`config.mk`:
```
export PLATFORM = sky130hd
export DESIGN_NAME = mat_fifo_wr_arb
export DESIGN_NICKNAME = d
export VERILOG_FILES = /design/src/rtl/mat_fifo_wr_arb_pkg.sv /design/src/rtl/mat_fifo_rr_pick.sv /design/src/rtl/mat_fifo_wr_arb.sv
export SDC_FILE = /design/constraint.sdc
export NUM_CORES = 1
export LEC_CHECK = 0
export CORE_UTILIZATION = 27
export DETAILED_ROUTE_END_ITERATION = 12
export GPL_ROUTABILITY_DRIVEN = 0
export PLACE_DENSITY = 0.84
export SYNTH_ARGS = -nofsm -noshare
export SYNTH_HDL_FRONTEND = slang
export SYNTH_HIERARCHICAL = 1
export SYNTH_SLANG_ARGS = --single-unit
export TNS_END_PERCENT = 100
```
`constraint.sdc`:
```
create_clock -name clk -period 2.5 [get_ports clk]
set_input_delay 0.375 -clock clk [delete_from_list [all_inputs] [get_ports clk]]
set_output_delay 0.375 -clock clk [all_outputs]
set_load 0.02 [all_outputs]
```
`src/rtl/mat_fifo_wr_arb_pkg.sv`:
```
// Shared helpers for the FIFO write-side arbiter.
package mat_fifo_wr_arb_pkg;

  // Modular add for operands already below n. A compare and subtract is
  // enough here, so no divider is built.
  function automatic int unsigned wrap_add(input int unsigned a,
                                           input int unsigned b,
                                           input int unsigned n);
    int unsigned s;
    s = a + b;
    if (s >= n) s = s - n;
    return s;
  endfunction

endpackage

```
`src/rtl/mat_fifo_rr_pick.sv`:
```
// Cyclic priority search: returns the first set request bit at or after ptr.
module mat_fifo_rr_pick
  import mat_fifo_wr_arb_pkg::*;
#(
  parameter int NUM_REQ = 4
) (
  input  logic [NUM_REQ-1:0]         req,
  input  logic [$clog2(NUM_REQ)-1:0] ptr,
  output logic [$clog2(NUM_REQ)-1:0] idx,
  output logic                       valid
);

  localparam int IW = $clog2(NUM_REQ);

  logic [IW-1:0] cand;

  // Walk offsets 0..NUM_REQ-1 from ptr; the lowest offset with a request wins.
  always_comb begin
    idx   = '0;
    valid = 1'b0;
    cand  = '0;
    for (int k = 0; k < NUM_REQ; k++) begin
      cand = IW'(wrap_add(32'(ptr), 32'(k), 32'(NUM_REQ)));
      if (!valid && req[cand]) begin
        valid = 1'b1;
        idx   = cand;
      end
    end
  end

endmodule

```
`src/rtl/mat_fifo_wr_arb.sv`:
```
// Round-robin burst arbiter feeding one shared FIFO write port.
// A requester owns the port from grant until its last beat or until the
// per-grant beat limit; one IDLE cycle always separates two bursts.
module mat_fifo_wr_arb
  import mat_fifo_wr_arb_pkg::*;
#(
  parameter int DATA_WIDTH = 32,
  parameter int NUM_REQ    = 4,
  parameter int MAX_BURST  = 16
) (
  input  logic                            clk,
  input  logic                            rst,
  input  logic [NUM_REQ-1:0]              req_valid,
  input  logic [NUM_REQ*DATA_WIDTH-1:0]   req_data,
  input  logic [NUM_REQ-1:0]              req_last,
  output logic [NUM_REQ-1:0]              req_ready,
  input  logic                            fifo_full,
  output logic                            fifo_wr_en,
  output logic [DATA_WIDTH-1:0]           fifo_wr_data,
  output logic [$clog2(NUM_REQ)-1:0]      grant_id,
  output logic                            busy
);

  localparam int IW = $clog2(NUM_REQ);
  localparam int CW = (MAX_BURST > 1) ? $clog2(MAX_BURST) : 1;
  localparam logic [CW-1:0] CNT_LAST = CW'(MAX_BURST - 1);

  typedef enum logic {
    ST_IDLE  = 1'b0,
    ST_BURST = 1'b1
  } state_e;

  state_e        state_q, state_d;
  logic [IW-1:0] grant_q, grant_d;
  logic [IW-1:0] rr_ptr_q, rr_ptr_d;
  logic [CW-1:0] beat_cnt_q, beat_cnt_d;

  logic [NUM_REQ-1:0][DATA_WIDTH-1:0] req_data_a;
  logic [IW-1:0]                      pick_idx;
  logic                               pick_valid;
  logic                               burst_end;

  assign req_data_a = req_data;

  mat_fifo_rr_pick #(
    .NUM_REQ (NUM_REQ)
  ) u_pick (
    .req   (req_valid),
    .ptr   (rr_ptr_q),
    .idx   (pick_idx),
    .valid (pick_valid)
  );

  // Write path: owner's ready follows ~full with no register in between.
  // rst masks it so a burst being aborted cannot slip one more beat out.
  always_comb begin
    req_ready = '0;
    if (state_q == ST_BURST && !rst) req_ready[grant_q] = ~fifo_full;
    fifo_wr_en   = req_valid[grant_q] & req_ready[grant_q];
    fifo_wr_data = req_data_a[grant_q];
  end

  assign grant_id  = grant_q;
  assign busy      = (state_q == ST_BURST);
  assign burst_end = req_last[grant_q] || (beat_cnt_q == CNT_LAST);

  // Next state: grant in IDLE, count accepted beats in BURST, release the
  // port on last beat or beat limit and advance the round-robin pointer.
  always_comb begin
    state_d    = state_q;
    grant_d    = grant_q;
    rr_ptr_d   = rr_ptr_q;
    beat_cnt_d = beat_cnt_q;
    case (state_q)
      ST_IDLE: begin
        if (pick_valid) begin
          state_d    = ST_BURST;
          grant_d    = pick_idx;
          beat_cnt_d = '0;
        end
      end
      ST_BURST: begin
        if (fifo_wr_en) begin
          if (burst_end) begin
            state_d    = ST_IDLE;
            rr_ptr_d   = IW'(wrap_add(32'(grant_q), 32'd1, 32'(NUM_REQ)));
            beat_cnt_d = '0;
          end else begin
            beat_cnt_d = beat_cnt_q + CW'(1);
          end
        end
      end
      default: state_d = ST_IDLE;
    endcase
  end

  // State and grant registers with synchronous reset.
  always_ff @(posedge clk) begin
    if (rst) begin
      state_q    <= ST_IDLE;
      grant_q    <= '0;
      rr_ptr_q   <= '0;
      beat_cnt_q <= '0;
    end else begin
      state_q    <= state_d;
      grant_q    <= grant_d;
      rr_ptr_q   <= rr_ptr_d;
      beat_cnt_q <= beat_cnt_d;
    end
  end

endmodule

```
==> flow_metrics.tcl <==
set metrics [dict create \
    synth_cell_types 29 \
    cts_inserted_buffers 3 \
    max_cap_violations 0 \
    hpwl_um 5680 \
    drc_errors 0 \
    stdcell_area_um2 3400 \
    status "finished, final reports clean" \
    tightestPinTransition_ns 0.322 \
    port_buffers 178 \
    area_delta_synth_final_pct 134 \
    placed_area_um2 3350 \
    power.total_uw 919 \
    slew_headroom 0.784 \
    numClockSinks 9 \
    period_share 0.963 \
    synthFlopType "dfxtp_1" \
    p_sw_frac 0.299 \
    critical_path.max_fanout 16 \
    synth_seq_cells 9 \
    synth_warnings 6 \
    fin_nets 449 \
    clk_pin_slew_worst_paths_ns 0.05 \
    grt_remaining_overflow 0 \
    comb_power_share 0.644 \
    worstSetupPathType "reg -> out" \
    grt_pass1_wl_um 9320 \
    p_seq_frac 0.168 \
    drive_gt1_frac 0.184 \
    start_util 0.283 \
    cts_max_level 1 \
    fin_crit_ns 2.41 \
    cp.arrival_ns 2.03 \
    p_int_uw 644 \
    synthMostInstantiatedCell "mux4_2" \
    grt_start_max_net_pins 19 \
    die_w_um 75.4 \
    syn_area_per_cell_um2 12.0 \
    clockBufferDepth 2 \
    rsz0062_at_grt "false" \
    power.switching_uw 275 \
    routed_wl_um 6550 \
    core_area_um2 5140 \
    chipHeight_um 75.4 \
    hold_buffers 0 \
    die_area_um2 5680 \
    rows 26 \
    synth_top_area_frac 0.527 \
    ys_seq_area_frac 0.124 \
    synth_top_area_cell "mux4_2" \
    drtAntennaViolNets 0 \
    worst_hold_slack_ns 0.518 \
    io_pins 179 \
    clkPwrFrac 0.188 \
    grtUsageTotal 0.222 \
    slew_violations 0 \
    vias 1890 \
    synth_top_cells_by_count "mux4_2, dfxtp_1, a21oi_1" \
    syn_area_um2 1450 \
    synth-edff-count 0 \
    grt_pass1_vias 1943 \
    synth.top_cells.by_area "mux4_2, dfxtp_1, ha_1" \
    finalSetupViolCount 0 \
    antenna_cells 0 \
    via_per_inst 5.05 \
    cts_tree "built" \
    p_leak_nw 1.20 \
    hold_violations 0 \
    hold_path.class "reg -> reg" \
    end_kind "primary output" \
    finalNonFillerCells 374 \
    drt_pass1_iterations 4 \
    antenna_found_initial 0 \
    p_per_area_nw_per_um2 270 \
    initialDrtViolationCount 44 \
    insertion_delay_ns 0.24 \
    placed_cells 370 \
    wire_per_inst_um 17.5 \
    cts_root_buffer "clkbuf_8" \
    peakVddDrop_v 0.000149 \
    max_freq_ghz 0.415 \
    cp-start-kind "register" \
    netlist_instances 121 \
    mappedNetlistNets 265 \
    async_reset_ff_frac 0 \
    finClkSkew_ns 0.00655 \
    cp.required_ns 2.12 \
]
-- cell families after synthesis --
group | count (synthesis) | share of synthesized area
mux | 38 | 0.554
fa+ha+maj | 5 | 0.0430
flops | 9 | 0.124
simple gates | 31 | 0.121
compound gates | 19 | 0.0886
buf+inv | 19 | 0.0688
-- layer usage --
metal  routed length [um]  up-vias  part of all wire  global-route usage
met4                   30        0            0.0046              0.0329
met3                  576        4             0.088              0.0608
met1                 2320      915              0.35               0.254
li1                     -      868                 -                   -
met5                    0        -                 0                   0
met2                 3620      103              0.55               0.422
-- per-stage QoR --
stage           util  TNS [ns]  worst slack [ns]
3_5_place_dp   0.651   -0.0443           -0.0443
3_3_place_gp   0.651   -0.0179           -0.0179
2_1_floorplan      -         0             0.364
6_report       0.662         0            0.0916
4_1_cts        0.661         0            0.0357
5_1_grt        0.662         0            0.0146
-- worst max-delay path: stages (launching register included) --
cell             delay [ns]
dfxtp_2                0.41
buf_6                  0.26
mux4_2                 0.53
clkdlybuf4s50_1        0.58
-- placed cells by master, fill, tap and decap left out --
cell type,netlist,routed
inv_1,6,6
dlygate4sd2_1,0,1
inv_2,1,1
mux4_2,34,34
a21oi_1,8,8
ha_1,5,5
nor3_1,1,1
a31oi_2,1,1
inv_4,1,1
or4_1,2,2
mux2i_1,4,4
or4b_1,1,1
and3_1,4,4
buf_4,0,10
nand2b_1,6,6
clkinv_2,0,1
nand3_1,1,1
buf_6,3,2
a31oi_1,1,1
dfxtp_2,0,2
a2111o_1,1,1
nor2_1,6,6
nand4b_1,2,2
o211ai_1,4,4
o221ai_1,1,1
o21ai_0,2,2
and2_1,1,1
clkdlybuf4s50_1,0,177
nor3_2,1,1
dfxtp_1,9,7
a221o_1,1,1
clkbuf_8,0,3
nand2_1,6,6
-- power groups by stage --
| stage | Combinational (mW) | Sequential (mW) | Clock [mW] |
|---|---|---|---|
| after global routing | 0.627 | 0.155 | 0.183 |
| final | 0.592 | 0.155 | 0.173 |
| after floorplan | 0.232 | 0.158 | 0 |
| after global placement | 0.579 | 0.157 | 0 |
| after CTS | 0.595 | 0.155 | 0.176 |
| after detailed placement | 0.591 | 0.157 | 0 |
-- layout make-up --
type	instances	area, um^2
sequential	9	183
tap	70	87.6
clock inverter	1	5.00
clock buffer	3	41.3
fill	430	1740
inverter	8	32.5
timing repair buffer	190	1880
multi-input combinational	93	1170
-- what timing repair did --
action / 4_1_cts / 5_1_grt
setup endpoints to repair: 4 / 6
gates resized for setup: 2 / 1
pin swaps: 0 / 0
buffers inserted: 0 / 0
-- flip-flops by register name, indices dropped and copies added, names as in the netlist --
register / cells
grant_id: 2
busy: 1
beat_cnt_q: 4
rr_ptr_q: 2
-- final timing paths --
path	cells past startpoint	slack, ns	start	to
worst max register to register	7	0.36	grant_id[0]	beat_cnt_q[2]
worst min register to register	2	0.52	rr_ptr_q[1]	rr_ptr_q[1]
worst min-delay path	2	0.52	rr_ptr_q[1]	rr_ptr_q[1]
worst max-delay path	3	0.09	grant_id[0]	fifo_wr_data[18]
(Power assumes the default switching activity.)
